## config.mk

```make
export PLATFORM = sky130hd
export DESIGN_NAME = nmr_bstrm_seq_ctrl
export DESIGN_NICKNAME = d
export VERILOG_FILES = /design/src/rtl/nmr_bstrm_seq_ctrl.sv
export SDC_FILE = /design/constraint.sdc
export NUM_CORES = 1
export LEC_CHECK = 0
export CORE_ASPECT_RATIO = 1.2
export CORE_MARGIN = 3
export CORE_UTILIZATION = 32
export CTS_CLUSTER_DIAMETER = 150
export DETAILED_ROUTE_END_ITERATION = 16
export SLEW_MARGIN = 20
export SYNTH_ARGS = -nofsm -noshare
export SYNTH_HDL_FRONTEND = slang
export SYNTH_SLANG_ARGS = --single-unit
```

## constraint.sdc

```tcl
create_clock -name CLK -period 2.56 [get_ports CLK]
set_input_delay 0.384 -clock CLK [delete_from_list [all_inputs] [get_ports CLK]]
set_output_delay 0.384 -clock CLK [all_outputs]
set_load 0.05 [all_outputs]
```

## src/rtl/nmr_bstrm_seq_ctrl.sv

```systemverilog
// NMR pulse-sequence controller: replays a table of pulse descriptors to a datapath
// through a START / DPATH_RDY handshake, for LOOP_CNT+1 passes over NUM_ENTRIES entries.
module nmr_bstrm_seq_ctrl #(
  parameter int DATA_WIDTH = 32,
  parameter int MUX_WIDTH  = 16,
  parameter int DEPTH      = 16,
  parameter int AW         = 4
) (
  input  logic                  CLK,
  input  logic                  RST,
  input  logic                  WR_EN,
  input  logic [AW-1:0]         WR_ADDR,
  input  logic [DATA_WIDTH-1:0] WR_LEN,
  input  logic                  WR_POL,
  input  logic [3:0]            WR_SEL,
  input  logic [MUX_WIDTH-2:0]  WR_MUXIN,
  input  logic [AW:0]           NUM_ENTRIES,
  input  logic [15:0]           LOOP_CNT,
  input  logic                  GO,
  input  logic                  ABORT,
  input  logic                  DPATH_RDY,
  output logic                  START,
  output logic [DATA_WIDTH-1:0] data,
  output logic                  PLS_POL,
  output logic [3:0]            mux_sel,
  output logic [MUX_WIDTH-2:0]  mux_in,
  output logic                  BUSY,
  output logic                  DONE,
  output logic [AW-1:0]         CUR_IDX
);

  typedef enum logic [2:0] {
    S_IDLE, S_FETCH, S_STRT, S_GUARD, S_WAIT, S_FIN
  } state_e;

  state_e         state_q, state_d;
  logic [AW-1:0]  idx_q, idx_d;
  logic [AW:0]    num_q, num_d;
  logic [15:0]    loops_q, loops_d;

  logic [DATA_WIDTH-1:0] tbl_len_q [DEPTH];
  logic                  tbl_pol_q [DEPTH];
  logic [3:0]            tbl_sel_q [DEPTH];
  logic [MUX_WIDTH-2:0]  tbl_mux_q [DEPTH];

  logic                  start_q, start_d;
  logic                  done_q, done_d;
  logic                  load_fields;
  logic [DATA_WIDTH-1:0] data_q;
  logic                  pol_q;
  logic [3:0]            sel_q;
  logic [MUX_WIDTH-2:0]  mux_q;
  logic [AW-1:0]         cur_idx_q;

  logic num_ok;
  logic last_entry;

  assign num_ok     = (NUM_ENTRIES != '0) && (NUM_ENTRIES <= (AW+1)'(DEPTH));
  assign last_entry = ({1'b0, idx_q} == (num_q - 1'b1));

  // NOTE: sequential state uses non-blocking assignments so every register samples
  // pre-edge values; blocking here would create order-dependent simulation races.
  always_ff @(posedge CLK or negedge RST) begin
    if (!RST) begin
      state_q <= S_IDLE;
      idx_q   <= '0;
      num_q   <= '0;
      loops_q <= '0;
    end else begin
      state_q <= state_d;
      idx_q   <= idx_d;
      num_q   <= num_d;
      loops_q <= loops_d;
    end
  end

  // NOTE: every variable gets a default before the case so no path leaves it
  // unassigned, which would otherwise infer a latch.
  always_comb begin
    state_d = state_q;
    idx_d   = idx_q;
    num_d   = num_q;
    loops_d = loops_q;
    if (ABORT && (state_q != S_IDLE)) begin
      state_d = S_IDLE;
    end else begin
      unique case (state_q)
        S_IDLE: begin
          if (GO) begin
            if (num_ok) begin
              num_d   = NUM_ENTRIES;
              loops_d = LOOP_CNT;
              idx_d   = '0;
              state_d = S_FETCH;
            end else begin
              state_d = S_FIN;
            end
          end
        end
        S_FETCH: if (DPATH_RDY) state_d = S_STRT;
        S_STRT:  state_d = S_GUARD;
        S_GUARD: state_d = S_WAIT;
        S_WAIT: begin
          if (DPATH_RDY) begin
            if (!last_entry) begin
              idx_d   = idx_q + 1'b1;
              state_d = S_FETCH;
            end else if (loops_q != '0) begin
              idx_d   = '0;
              loops_d = loops_q - 1'b1;
              state_d = S_FETCH;
            end else begin
              state_d = S_FIN;
            end
          end
        end
        S_FIN:   state_d = S_IDLE;
        default: state_d = S_IDLE;
      endcase
    end
  end

  // START/DONE are registered, so they appear the cycle after STRT/FIN.
  always_comb begin
    start_d     = (state_q == S_STRT) && !ABORT;
    done_d      = (state_q == S_FIN) && !ABORT;
    load_fields = (state_q == S_FETCH);
  end

  // NOTE: the table is reset explicitly so the first sequence after reset never
  // issues undefined pulse descriptors; this forces flops rather than a RAM macro.
  always_ff @(posedge CLK or negedge RST) begin
    if (!RST) begin
      for (int i = 0; i < DEPTH; i++) begin
        tbl_len_q[i] <= '0;
        tbl_pol_q[i] <= 1'b0;
        tbl_sel_q[i] <= '0;
        tbl_mux_q[i] <= '0;
      end
    end else if (WR_EN && (state_q == S_IDLE)) begin
      tbl_len_q[WR_ADDR] <= WR_LEN;
      tbl_pol_q[WR_ADDR] <= WR_POL;
      tbl_sel_q[WR_ADDR] <= WR_SEL;
      tbl_mux_q[WR_ADDR] <= WR_MUXIN;
    end
  end

  always_ff @(posedge CLK or negedge RST) begin
    if (!RST) begin
      start_q   <= 1'b0;
      done_q    <= 1'b0;
      data_q    <= '0;
      pol_q     <= 1'b0;
      sel_q     <= '0;
      mux_q     <= '0;
      cur_idx_q <= '0;
    end else begin
      start_q <= start_d;
      done_q  <= done_d;
      if (load_fields) begin
        data_q    <= tbl_len_q[idx_q];
        pol_q     <= tbl_pol_q[idx_q];
        sel_q     <= tbl_sel_q[idx_q];
        mux_q     <= tbl_mux_q[idx_q];
        cur_idx_q <= idx_q;
      end
    end
  end

  assign START   = start_q;
  assign DONE    = done_q;
  assign data    = data_q;
  assign PLS_POL = pol_q;
  assign mux_sel = sel_q;
  assign mux_in  = mux_q;
  assign CUR_IDX = cur_idx_q;
  assign BUSY    = (state_q != S_IDLE);

endmodule
```

==> impl_metrics.env <==
export IMPL_status="complete, no violations"
export IMPL_rows=143
export IMPL_max_cap_viol_count=0
export IMPL_cts_setup_buffers=0
export IMPL_yosysTopAreaCell="dfrtp_1"
export IMPL_grt_pass1_wl_mm=161
export IMPL_finalClockSkew_ps=33.2
export IMPL_drc=0
export IMPL_vias=22900
export IMPL_ir_worst_vdd_mv=0.572
export IMPL_rsz0062_at_grt="true"
export IMPL_synth_warnings=0
export IMPL_synth_seq_cells=918
export IMPL_setup_ws_ps=92.3
export IMPL_ant_nets=0
export IMPL_grt_max_degree=130
export IMPL_path_cells="buf_12 > buf_12 > mux4_2 > mux4_2 > mux2_2"
export IMPL_overflow=0
export IMPL_start_util=0.323
export IMPL_synth_edf_count=0
export IMPL_synth_cell_types=57
export IMPL_powerDensity_mw_per_mm2=1130
export IMPL_instances_no_fill=4400
export IMPL_path_class="reg2reg"
export IMPL_die_width_um=333
export IMPL_dieHeight_um=399
export IMPL_fin_nets=2741
export IMPL_final_max_slew_viol_count=0
export IMPL_crit_required_ps=3130
export IMPL_fmax_mhz=405
export IMPL_syn_num_nets=2584
export IMPL_clockRootBuffer="clkbuf_16"
export IMPL_p_leak_nw=21.1
export IMPL_coreArea_mm2=0.127
export IMPL_synth_area_top_cells="dfrtp_1, mux2_2, mux4_2"
export IMPL_first_iter_violations=1119
export IMPL_cts_tree="built"
export IMPL_finalSetupTns_ps=0
export IMPL_max_slew_worst_pin_slew_ps=786
export IMPL_postSynth_asyncResetShare=1.00
export IMPL_critPathMaxFanout=19
export IMPL_antenna_found_initial=14
export IMPL_ys_seq_area_frac=0.558
export IMPL_place_inst=4226
export IMPL_clk_insertion_delay_late_ps=680
export IMPL_synth_commonest_cells="dfrtp_1, mux2_2, mux4_2"
export IMPL_grt_usage=0.157
export IMPL_place_ws_ps=-46.9
export IMPL_avgViaCountPerCell=5.21
export IMPL_wirelength_mm=103
export IMPL_wl_per_cell_um=23.5
export IMPL_fin_crit_sh=0.964
export IMPL_synthCells=2497
export IMPL_setup_violations=0
export IMPL_crit_arrival_ps=3030
export IMPL_synth_area_per_cell_um2=16.5
export IMPL_slowest_delay_ps=560
export IMPL_h_tree_depth=3
export IMPL_endpoint_kind="flop"
export IMPL_cp_num_buf_inv=2
export IMPL_path_clk_slew_ps=60
export IMPL_drive_gt1_frac=0.539
export IMPL_fillers=11500
export IMPL_cts_path_max_buffers=3
export IMPL_cts_sinks=918
export IMPL_cts_buffers_inserted=92
export IMPL_critPathTopFamily="multiplexers"
export IMPL_first_global_vias=25800
export IMPL_gp_congestion=0.837
export IMPL_slew_headroom=0.476
export IMPL_io_pin_count=142
export IMPL_area_growth_pct=19.2
export IMPL_io_buffers=141
export IMPL_mappedNetlistArea_mm2=0.0411
export IMPL_start_kind="flop"
export IMPL_worstHoldPathType="in2async"
export IMPL_dp_hpwl_mm=65.1
export IMPL_die_area_mm2=0.133
export IMPL_dr_pass1_iters=5
export IMPL_finalHoldViolCount=0
export IMPL_yosysTopAreaCellShare=0.558
export IMPL_synth_most_common_cell="dfrtp_1"
export IMPL_crit_slowest_cell="mux4_2"
export IMPL_min_period_ps=2470
export IMPL_ys_flop_type="dfrtp_1"
[routing by layer]
layer	GRT usage	part of all wire
met1	0.194	0.41
met2	0.279	0.52
met3	0.0313	0.047
met4	0.0423	0.020
met5	0	0.0011
[what timing repair did]
action,in CTS,in global routing
gates resized for setup,1,1
setup endpoints to repair,1,5
hold endpoints to repair,265,0
gates cloned,0,0
hold buffers,1,0
[power by group]
group | total, mW | leakage [nW] | internal, mW | switching (mW)
sequential | 23.9 | 11.7 | 20.7 | 3.22
clock | 14.0 | 1.58 | 8.23 | 5.75
combinational | 17.6 | 7.84 | 10.5 | 7.11
[cells in the final DEF (no fill, tap or decap), types with 7 or more instances in the layout]
master / count
o22ai_1: 7
nor2_1: 27
mux4_2: 260
nand2_1: 20
buf_4: 56
dfrtp_1: 914
clkbuf_1: 18
mux2_2: 894
clkinv_2: 12
clkdlybuf4s50_1: 139
clkbuf_16: 94
buf_12: 80
nor3_1: 14
a21oi_1: 20
clkbuf_8: 33
o21ai_0: 11
nand2_4: 9
nor2b_1: 8
[cells by family (layout without fill, tap and decap cells)]
| logic type | Yosys count | count (layout) | synth area share |
|---|---|---|---|
| AOI/OAI and AO/OA | 72 | 72 | 0.0118 |
| and+or+nand+nor | 121 | 121 | 0.0153 |
| other | 0 | 4 | 0 |
| adders and majority gates | 4 | 4 | 0.00122 |
| muxes | 1156 | 1156 | 0.388 |
| DFF | 918 | 918 | 0.558 |
| buffers and inverters | 221 | 453 | 0.0247 |
| xor gates and xnor gates | 5 | 5 | 0.00106 |
[final cells by class]
class	count	area, µm²	share of cell area
sequential	918	23000	0.469
multi-input combinational	1358	17300	0.352
timing repair buffer	278	3450	0.0703
clock buffer	145	2870	0.0586
tap	1667	2090	0.0425
clock inverter	24	325	0.00664
inverter	6	22.5	0.000459
antenna	4	10.0	0.000204
[state kept, by name (all words and copies together) (netlist names)]
register / flops
tbl_mux_q: 240
state_q: 3
mux_in: 15
tbl_len_q: 512
idx_q: 4
CUR_IDX: 4
loops_q: 16
PLS_POL: 1
num_q: 5
START: 1
mux_sel: 4
tbl_pol_q: 16
data: 32
tbl_sel_q: 64
DONE: 1
[metrics by stage]
| step | hold slack [ps] | utilization | total power, mW | area [µm²] |
|---|---|---|---|---|
| 2_1_floorplan | 88.4 | - | 36.2 | 41100 |
| 3_3_place_gp | 255 | 0.360 | 40.7 | 45800 |
| 3_5_place_dp | 263 | 0.360 | 42.0 | 45800 |
| 4_1_cts | 140 | 0.385 | 56.2 | 49000 |
| 5_1_grt | 158 | 0.385 | 58.5 | 49000 |
| 6_report | 162 | 0.385 | 55.5 | 49000 |
[worst reg2reg max path, stage by stage (launching register included)]
cell and delay (ps):
dfrtp_4 480, buf_12 240, buf_12 250, mux4_2 540, mux4_2 560, mux2_2 290
[final timing paths]
kind	depth (start not counted)	startpoint	endpoint	slack (ps)
worst max-delay path	5	idx_q[0]	data[7]	90
worst min-delay path	2	RST	tbl_len_q[249]	160
worst max register to register	5	idx_q[0]	data[7]	90
worst min register to register	1	tbl_len_q[292]	tbl_len_q[292]	500
max in group asynchronous	3	RST	num_q[3]	1310
min in group CLK	3	LOOP_CNT[13]	loops_q[13]	310
Power figures use the tool's default switching activity.
